$ cat src/rtl/mod_exp_ctrl.sv
// -----------------------------------------------------------------------------
// mod_exp_ctrl
//   Square-and-multiply modular exponentiation sequencer:
//     result = base^exponent mod p
//   This block has no multiplier of its own. It acts as the initiator of the
//   ModMul enable/done handshake and drives an external ModMul instance that is
//   built for the same modulus p and the same WIDTH.
//
// Parameters
//   WIDTH      operand/result width (must match the ModMul width)
//   EXP_WIDTH  exponent width
//   TIMEOUT    max cycles mm_enable may stay high waiting for mm_done
//
// Ports
//   clk        in   rising-edge clock
//   reset      in   synchronous active-high reset (shared with ModMul)
//   start      in   one-cycle request, sampled only in IDLE
//   base       in   WIDTH      base (caller guarantees base < p)
//   exponent   in   EXP_WIDTH  unsigned exponent
//   busy       out  high from the cycle after start is accepted until done
//   done       out  one-cycle pulse, result/err valid
//   result     out  WIDTH      registered result
//   err        out  timeout abort flag, valid with done
//   mm_a/mm_b  out  WIDTH      ModMul operands
//   mm_enable  out  ModMul enable
//   mm_r       in   WIDTH      ModMul result
//   mm_done    in   ModMul completion (ignored while mm_enable is low)
// -----------------------------------------------------------------------------
module mod_exp_ctrl #(
  parameter int WIDTH     = 128,
  parameter int EXP_WIDTH = 128,
  parameter int TIMEOUT   = 4096
) (
  input  logic                 clk,
  input  logic                 reset,
  input  logic                 start,
  input  logic [WIDTH-1:0]     base,
  input  logic [EXP_WIDTH-1:0] exponent,
  output logic                 busy,
  output logic                 done,
  output logic [WIDTH-1:0]     result,
  output logic                 err,
  output logic [WIDTH-1:0]     mm_a,
  output logic [WIDTH-1:0]     mm_b,
  output logic                 mm_enable,
  input  logic [WIDTH-1:0]     mm_r,
  input  logic                 mm_done
);

  localparam int IDX_W = (EXP_WIDTH > 1) ? $clog2(EXP_WIDTH) : 1;
  localparam int TMO_W = $clog2(TIMEOUT + 1);

  typedef enum logic [2:0] {
    S_IDLE,
    S_SQR,
    S_MUL,
    S_GAP,
    S_FIN
  } state_t;

  state_t                 r_state;
  state_t                 r_next_op;   // operation to issue after the GAP cycle
  logic [WIDTH-1:0]       r_acc;
  logic [WIDTH-1:0]       r_base;
  logic [EXP_WIDTH-1:0]   r_exp;
  logic [IDX_W-1:0]       r_idx;
  logic [TMO_W-1:0]       r_tmo;
  logic                   r_abort;

  logic                   r_busy;
  logic                   r_done;
  logic [WIDTH-1:0]       r_result;
  logic                   r_err;
  logic [WIDTH-1:0]       r_mm_a;
  logic [WIDTH-1:0]       r_mm_b;
  logic                   r_mm_enable;

  logic [IDX_W-1:0]       w_msb;
  logic                   w_exp_zero;
  logic                   w_cur_bit;

  // Priority encoder: index of the most significant set bit of exponent.
  // Later (higher) iterations overwrite earlier ones, so the top set bit wins.
  // NOTE: w_msb gets a default before the loop so no path leaves it unassigned,
  // which would otherwise infer a latch.
  always_comb begin
    w_msb = '0;
    for (int i = 0; i < EXP_WIDTH; i++) begin
      if (exponent[i]) w_msb = IDX_W'(i);
    end
  end

  assign w_exp_zero = (exponent == '0);
  assign w_cur_bit  = r_exp[r_idx];

  // NOTE: all state lives in this one clocked block and uses non-blocking
  // assignments, so every read sees the value from before this edge.
  // NOTE: the datapath registers are reset alongside the control state; the
  // outputs must read zero straight out of reset and the cost is a few flops.
  always_ff @(posedge clk) begin
    if (reset) begin
      r_state     <= S_IDLE;
      r_next_op   <= S_SQR;
      r_acc       <= '0;
      r_base      <= '0;
      r_exp       <= '0;
      r_idx       <= '0;
      r_tmo       <= '0;
      r_abort     <= 1'b0;
      r_busy      <= 1'b0;
      r_done      <= 1'b0;
      r_result    <= '0;
      r_err       <= 1'b0;
      r_mm_a      <= '0;
      r_mm_b      <= '0;
      r_mm_enable <= 1'b0;
    end else begin
      r_done <= 1'b0;

      case (r_state)
        S_IDLE: begin
          if (start) begin
            r_busy  <= 1'b1;
            r_err   <= 1'b0;
            r_abort <= 1'b0;
            r_base  <= base;
            r_exp   <= exponent;
            if (w_exp_zero) begin
              r_acc   <= WIDTH'(1);
              r_state <= S_FIN;
            end else if (w_msb == '0) begin
              // exponent == 1: the leading one needs no multiply
              r_acc   <= base;
              r_state <= S_FIN;
            end else begin
              // The leading one is absorbed by acc = base; first op is a square.
              r_acc       <= base;
              r_idx       <= w_msb - 1'b1;
              r_mm_a      <= base;
              r_mm_b      <= base;
              r_mm_enable <= 1'b1;
              r_tmo       <= '0;
              r_state     <= S_SQR;
            end
          end
        end

        S_SQR, S_MUL: begin
          if (mm_done) begin
            r_acc       <= mm_r;
            r_mm_enable <= 1'b0;
            if (r_state == S_SQR && w_cur_bit) begin
              // Multiply for this bit; idx advances after the multiply.
              r_next_op <= S_MUL;
              r_state   <= S_GAP;
            end else if (r_idx != '0) begin
              r_idx     <= r_idx - 1'b1;
              r_next_op <= S_SQR;
              r_state   <= S_GAP;
            end else begin
              r_state <= S_FIN;
            end
          end else if (r_tmo == TMO_W'(TIMEOUT - 1)) begin
            // The first enable cycle counts as zero, so this is the
            // TIMEOUT-th cycle spent waiting.
            r_mm_enable <= 1'b0;
            r_abort     <= 1'b1;
            r_state     <= S_FIN;
          end else begin
            r_tmo <= r_tmo + 1'b1;
          end
        end

        S_GAP: begin
          // One low cycle so ModMul always sees a falling enable edge.
          // Operands are loaded here, while enable is low, and then held.
          r_mm_a      <= r_acc;
          r_mm_b      <= (r_next_op == S_MUL) ? r_base : r_acc;
          r_mm_enable <= 1'b1;
          r_tmo       <= '0;
          r_state     <= r_next_op;
        end

        S_FIN: begin
          r_result <= r_abort ? '0 : r_acc;
          r_err    <= r_abort;
          r_done   <= 1'b1;
          r_busy   <= 1'b0;
          r_state  <= S_IDLE;
        end

        default: begin
          r_mm_enable <= 1'b0;
          r_busy      <= 1'b0;
          r_state     <= S_IDLE;
        end
      endcase
    end
  end

  assign busy      = r_busy;
  assign done      = r_done;
  assign result    = r_result;
  assign err       = r_err;
  assign mm_a      = r_mm_a;
  assign mm_b      = r_mm_b;
  assign mm_enable = r_mm_enable;

endmodule

$ cat config.mk
export PLATFORM = sky130hd
export DESIGN_NAME = mod_exp_ctrl
export DESIGN_NICKNAME = d
export VERILOG_FILES = /design/src/rtl/mod_exp_ctrl.sv
export SDC_FILE = /design/constraint.sdc
export NUM_CORES = 2
export LEC_CHECK = 0
export ABC_AREA = 1
export CAP_MARGIN = 40
export CORE_AREA = 3 3 305 307
export CTS_CLUSTER_DIAMETER = 60
export DETAILED_ROUTE_END_ITERATION = 8
export DIE_AREA = 0 0 308 310
export GPL_TIMING_DRIVEN = 0
export PLACE_DENSITY_LB_ADDON = 0.05
export SYNTH_ARGS = -nofsm -noshare
export SYNTH_HDL_FRONTEND = slang
export SYNTH_SLANG_ARGS = --single-unit
export TNS_END_PERCENT = 100
$ cat constraint.sdc
create_clock -name clk -period 7.8 [get_ports clk]
set_input_delay 1.56 -clock clk [delete_from_list [all_inputs] [get_ports clk]]
set_output_delay 1.56 -clock clk [all_outputs]
set_load 0.01 [all_outputs]
Word-level counts from Yosys, hierarchy flattened
Cells that the tools add are included.
{"block": "word_totals", "reg_bits": 799, "latch_bits": 0, "mem_bits_rw": 0, "mem_bits_ro": 0, "wordCells": 237, "n_memories": 0}
{"block": "op_classes", "add_sub_neg": 3, "mul": 0, "div_mod_pow": 0, "magnitude_cmp": 1, "n_eq_ne": 16, "shifts": 0, "n_mux": 177, "bitwise_logic": 2, "n_reduce_logical": 23}
{"operator": "2-to-1 mux 128 bit", "count": 8}
{"operator": "2-to-1 mux 7 bit", "count": 132}
{"operator": "one-hot mux 128 bit (2 select lines)", "count": 3}
{"operator": "zero test 128 bit", "count": 1}
{"operator": "2-to-1 mux 13 bit", "count": 5}
{"operator": "one-hot mux 13 bit (3 select lines)", "count": 1}
{"operator": "2-to-1 mux 3 bit", "count": 9}
{"operator": "inequality test 2 bit (second input constant)", "count": 9}
{"operator": "one-hot mux 7 bit (2 select lines)", "count": 1}
{"operator": "subtractor 7 x 1 -> 7 bit (second input constant)", "count": 2}
{"operator": "adder 13 x 1 -> 13 bit (second input constant)", "count": 1}
{"operator": "equality test 13 x 12 -> 1 bit (second input constant)", "count": 1}
{"operator": "2-to-1 mux 1 bit", "count": 12}
{"operator": "equality test 3 x 2 -> 1 bit (second input constant)", "count": 3}
{"operator": "one-hot mux 3 bit (3 select lines)", "count": 1}
{"operator": "< comparator 7 x 8 -> 1 bit (second input constant)", "count": 1}
{"operator": "AND reduction 2 bit", "count": 4}
{"operator": "AND reduction 4 bit", "count": 2}
{"operator": "nonzero test 2 bit", "count": 4}
{"operator": "binary-select mux 1 bit (select 7 bit)", "count": 1}
{"operator": "zero test 7 bit", "count": 1}
{"operator": "AND reduction 7 bit", "count": 1}
{"operator": "nonzero test 7 bit", "count": 1}
{"operator": "one-hot mux 1 bit (2 select lines)", "count": 3}
{"operator": "other kinds (13)", "count": 15}

Logic depth before layout (Yosys ltp)
{"block": "depth", "word_depth": 132, "mapped_depth": 133}

Worst setup path before layout
OpenSTA, ideal clock, no wires.
{"block": "synth_timing", "path_kind": "input -> register", "from": "input port exponent[2]", "to": "register r_idx[6]", "t_arrival_ps": 7774, "required_ps": 7681, "setup_slack_ps": -93, "cell_stages": 133, "path_buffers": 0, "cell_sequence": "inv_2 nand2_1 nand2_1 nand2_1 nand2_1 nand2_1 nand2_1 nand2_1 nand2_1 nand2_1 nand2_1 nand2_1 nand2_1 nand2_1 nand2_1 nand2_1 nand2_1 nand2_1 [... 97 more ...] nand2_1 nand2_1 nand2_1 nand2_1 nand2_1 nand2_1 nand2_1 nand2_1 nand2_1 nand2_1 nand2_2 nand3_1 nand2_1 ha_1 nand4_1 xor2_1 o21ai_0 a21oi_1"}
{"block": "synth_between", "elab_chain_len": 131, "word_cells_on_any_way": 136}
{"item": "from (decl)", "line": "38", "rtl": "input logic [EXP_WIDTH-1:0] exponent,"}
{"item": "2-to-1 mux 7 bit (126 in series)", "line": "89", "rtl": "if (exponent[i]) w_msb = IDX_W'(i);"}
{"item": "subtractor 7 x 1 -> 7 bit", "line": "138", "rtl": "r_idx <= w_msb - 1'b1;"}
{"item": "2-to-1 mux 7 bit", "line": "131", "rtl": "end else if (w_msb == '0) begin"}
{"item": "2-to-1 mux 7 bit", "line": "128", "rtl": "if (w_exp_zero) begin"}
{"item": "2-to-1 mux 7 bit", "line": "122", "rtl": "if (start) begin"}
{"item": "one-hot mux 7 bit (2 select lines)", "line": "120", "rtl": "case (r_state)"}
{"item": "to (signal assigned)", "line": "138"}
{"item": "to (signal assigned)", "line": "157", "rtl": "r_idx <= r_idx - 1'b1;"}
{"item": "to (decl)", "line": "66", "rtl": "logic [IDX_W-1:0] r_idx;"}
Several ways; a longest one is shown, not always the timed one. The select of a mux whose other input is x is not followed.
A chain may end at the register's enable or synchronous reset.

Worst setup path after layout
{"block": "layout_timing", "from": "input port exponent[2]", "to": "register r_mm_b[51] (netlist: mm_b[51])"}
{"block": "layout_between", "elab_chain_len": 129, "word_cells_on_any_way": 131}
{"item": "2-to-1 mux 7 bit (126 in series)", "line": "89"}
{"item": "zero test 7 bit", "line": "131"}
{"item": "inequality test 2 bit (no source line)"}
{"item": "AND reduction 4 bit (no source line) (*)"}
{"item": "to (signal assigned)", "line": "140", "rtl": "r_mm_b <= base;"}
{"item": "to (signal assigned)", "line": "178", "rtl": "r_mm_b <= (r_next_op == S_MUL) ? r_base : r_acc;"}
{"item": "to (decl)", "line": "75", "rtl": "logic [WIDTH-1:0] r_mm_b;"}
Mark *: on every way between the ends. The rest lies on a longest branch, timed or not.

==> impl_results.md <==
* Status: finished with violations
* Violations in the final reports: negative setup slack
* Area Overhead vs Synth at 46.6%
* Number of buffers on the longest clock path at 3
* Net count after synthesis at 5434
* Area fraction in and, or, nand and nor cells after synthesis at 21.2%
* Leading cell type in the layout, fill and taps excluded: sky130_fd_sc_hd__dfxtp_1
* Floorplan die width at 308 um
* Period utilisation layout at 107%
* Number of filler instances in the final layout at 8669
* Standard-cell rows at 110
* H-tree depth at 3
* Overflow left after global routing at 0
* Per-cell routed wire length at 24.8 um
* Die height at 310 um
* Setup repair after global routing missed its margin: true
* Largest fanout of any net on the critical path at 6
* Most frequent cells in the layout: 798 x sky130_fd_sc_hd__dfxtp_1, 762 x sky130_fd_sc_hd__clkdlybuf4s50_1, 732 x sky130_fd_sc_hd__nand2_1
* Tightest Pin Transition at 0.910 ns
* Multiplexer share of the synthesized area at 0%
* Fmax at 120 MHz
* Complex-gate fraction of the synthesized area at 24.3%
* Number of primary I/O pins at 776
* Reg area at 16000 um2
* Cell at the root of the clock tree: sky130_fd_sc_hd__clkbuf_16
* Post-layout min period at 8.35 ns
* Detail Route Antenna Nets at 0
* Worst endpoint data arrival time at 8.96 ns
* Fraction of synthesized cell area in xor and xnor cells at 0.242%
* Vias at 41509
* Worst slew margin relative to its limit at 39.4%
* Final count of hold timing violations at 0
* Worst slack after detailed placement at -2.03 ns
* First-pass GRT wire length at 253000 um
* Clock sinks at 798
* Number of standard cells in the final layout excluding fillers at 7289
* Detailed-route wire length at 181000 um
* Post-synthesis adder-cell area fraction at 0.0692%
* Syn_area_per_cell at 7.17 um2
* Static leakage at 21.0 nW
* Number of library cell types mapped by synthesis at 37
* Type of origin of the critical path: input pin
* Sum of negative setup slack at -121.24 ns
* CP Class: in2reg
* PD cells at 379 nW/um2
* Worst ir drop on vdd at 0.213 mV
* Required time worst endpoint at 8.41 ns
* Post-CTS clock slew at the launch and capture registers of the worst setup and hold paths at 0.07 ns
* Final number of setup-violating endpoints at 278
* Clock Skews at 0.0254 ns
* Clock tree from TritonCTS: done
* Clock buffers created by TritonCTS at 96
* Seq/Total Area, Yosys at 44.2%
* Clock insertion delay at the later pin of the skew report at 0.68 ns
* Post-route DRC at 0
* Number of nets at the end of the flow at 6393
* Initial Util at 40.1%
* Number of global-route vias before repair at 38772
* Category of the worst setup path capture point: flip-flop
* Post-detailed-route via-to-cell ratio at 5.69
* Core area at 90300 um2
* Count of warnings emitted by yosys at 0
* First-pass detailed-route iteration total at 6
* Initial antenna violation count at 37
* Maximum number of pins on one net before global-route repair at 14
* # placed instances at 7016
* Mapped Cells at 5044
* Slew Limit Fails at 0
* Slowest cell on the critical path: sky130_fd_sc_hd__buf_16
* Post-synthesis cell area at 36200 um2
* Final setup margin at -0.550 ns
* Number of buffers added on ports at 774
* Gpl congestion at 0.932
* Path category of the worst min-delay check: reg2reg
* Share of final-layout standard cells stronger than drive strength 1 at 12.2%
* Maxcap violations at 0
* HPWL after detailed placement at 134000 um
* CP most frequent cell: sky130_fd_sc_hd__nand2_1
* Dominant combinational cell family by area after synthesis: compound AO/OA/AOI/OAI gates
* Starting DRC count in detailed routing at 4116
* Die area at 95500 um2
* Multi-input combinational cell area at 18700 um2
* Util after Layout at 58.7%
* Slowest cell delay on critical path at 0.18 ns
* Synthesized flop and latch total at 798
* Global-route usage over all layers at 35.2%
==> flip-flops by register name (all words and copies together), names as in the netlist, 2 cells and up <==
register,cells
result,128
r_next_op,2
r_acc,128
r_idx,7
r_exp,128
r_base,128
r_tmo,13
r_state,3
mm_a,128
mm_b,128
==> worst paths after layout <==
path / start / to / slack (ns) / cells past startpoint
max: exponent[2] / mm_b[51]$_SDFFE_PP0P_ / -0.55 / 135
min: r_base[60]$_SDFFE_PP0P_ / r_base[60]$_SDFFE_PP0P_ / 0.45 / 2
max reg2reg: r_state[0]$_SDFFE_PP0P_ / r_acc[37]$_SDFFE_PP0P_ / 3.79 / 12
min reg2reg: r_base[60]$_SDFFE_PP0P_ / r_base[60]$_SDFFE_PP0P_ / 0.45 / 2
==> through the flow <==
step	power [W]	hold slack (ns)	area [um2]
after floorplan	0.00979	0.430	36200
after global placement	0.0131	0.438	45400
final	0.0201	0.453	53000
after CTS	0.0191	0.451	50800
after global routing	0.0210	0.465	53000
after detailed placement	0.0132	0.442	45700
==> cell type report <==
cell class | instances | share of cell area (%)
Inverter | 487 | 3.48
Antenna cell | 31 | 0.146
Sequential cell | 798 | 30.1
Tap cell | 1176 | 2.77
Clock buffer | 132 | 5.17
Buffer | 434 | 4.33
Timing Repair Buffer | 866 | 17.6
Multi-Input combinational cell | 3320 | 35.2
Clock inverter | 45 | 1.16
==> cells in the mapped netlist <==
library cell	instances	share of area [%]
sky130_fd_sc_hd__nand2_1	927	9.6
sky130_fd_sc_hd__dfxtp_1	798	44
sky130_fd_sc_hd__nand3_1	660	9.1
sky130_fd_sc_hd__a21oi_1	617	8.5
sky130_fd_sc_hd__inv_1	476	4.9
sky130_fd_sc_hd__o21ai_0	469	6.5
sky130_fd_sc_hd__clkbuf_1	352	3.7
sky130_fd_sc_hd__o211ai_1	216	4.5
sky130_fd_sc_hd__nor2_1	146	1.5
sky130_fd_sc_hd__o31ai_1	131	2.7
sky130_fd_sc_hd__a221oi_1	72	1.7
sky130_fd_sc_hd__buf_1	32	0.33
sky130_fd_sc_hd__buf_2	30	0.41
sky130_fd_sc_hd__nor4_1	27	0.47
sky130_fd_sc_hd__buf_4	23	0.48
sky130_fd_sc_hd__xor2_1	9	0.22
sky130_fd_sc_hd__inv_2	7	0.073
sky130_fd_sc_hd__nand4_1	7	0.12
sky130_fd_sc_hd__nor3_1	7	0.097
sky130_fd_sc_hd__a31oi_1	6	0.10
sky130_fd_sc_hd__clkinv_1	4	0.041
sky130_fd_sc_hd__a211oi_1	3	0.062
sky130_fd_sc_hd__a21boi_0	3	0.062
sky130_fd_sc_hd__nand2_2	3	0.052
sky130_fd_sc_hd__nand3b_1	3	0.062
sky130_fd_sc_hd__buf_6	2	0.062
sky130_fd_sc_hd__ha_1	2	0.069
sky130_fd_sc_hd__o21bai_1	2	0.041
sky130_fd_sc_hd__or2_2	2	0.035
sky130_fd_sc_hd__a311oi_1	1	0.024
sky130_fd_sc_hd__and3_1	1	0.017
sky130_fd_sc_hd__nand4_2	1	0.035
sky130_fd_sc_hd__nand4_4	1	0.059
sky130_fd_sc_hd__o221a_2	1	0.031
sky130_fd_sc_hd__o221ai_1	1	0.024
sky130_fd_sc_hd__o22ai_1	1	0.017
sky130_fd_sc_hd__xnor2_1	1	0.024
==> critical path, delay by kind of cell <==
family | cells | cell delay [ns]
buffers and inverters | 6 | 0.74
AOI/OAI and AO/OA | 1 | 0.11
and+or+nand+nor | 128 | 6.46
==> per-layer routing <==
metal	share of wire [%]	GRT usage, %
met5	0.056	0
met4	5.2	16.5
met3	9.1	8.26
met2	46	57.6
met1	40	44.1
==> logic make-up after synthesis <==
| group | count (synthesis) |
|---|---|
| AOI/OAI and AO/OA | 1523 |
| buffers and inverters | 926 |
| adders and majority gates | 2 |
| DFF | 798 |
| xor gates and xnor gates | 10 |
| and+or+nand+nor | 1785 |
==> power breakdown <==
part           total [W]  internal [W]  leakage, nW  switching (W)
clock            0.00480       0.00287         1.65        0.00193
combinational    0.00915       0.00361         12.8        0.00554
sequential       0.00612       0.00530         6.57       0.000827
==> repair_timing <==
action / in CTS / in global routing
hold buffers: 0 / 0
cloned: 18 / 21
buffers inserted: 30 / 9
gates resized for setup: 330 / 472
pin swaps: 15 / 102
setup endpoints to repair: 279 / 279
No activity file was read; power rests on OpenSTA's default activity.
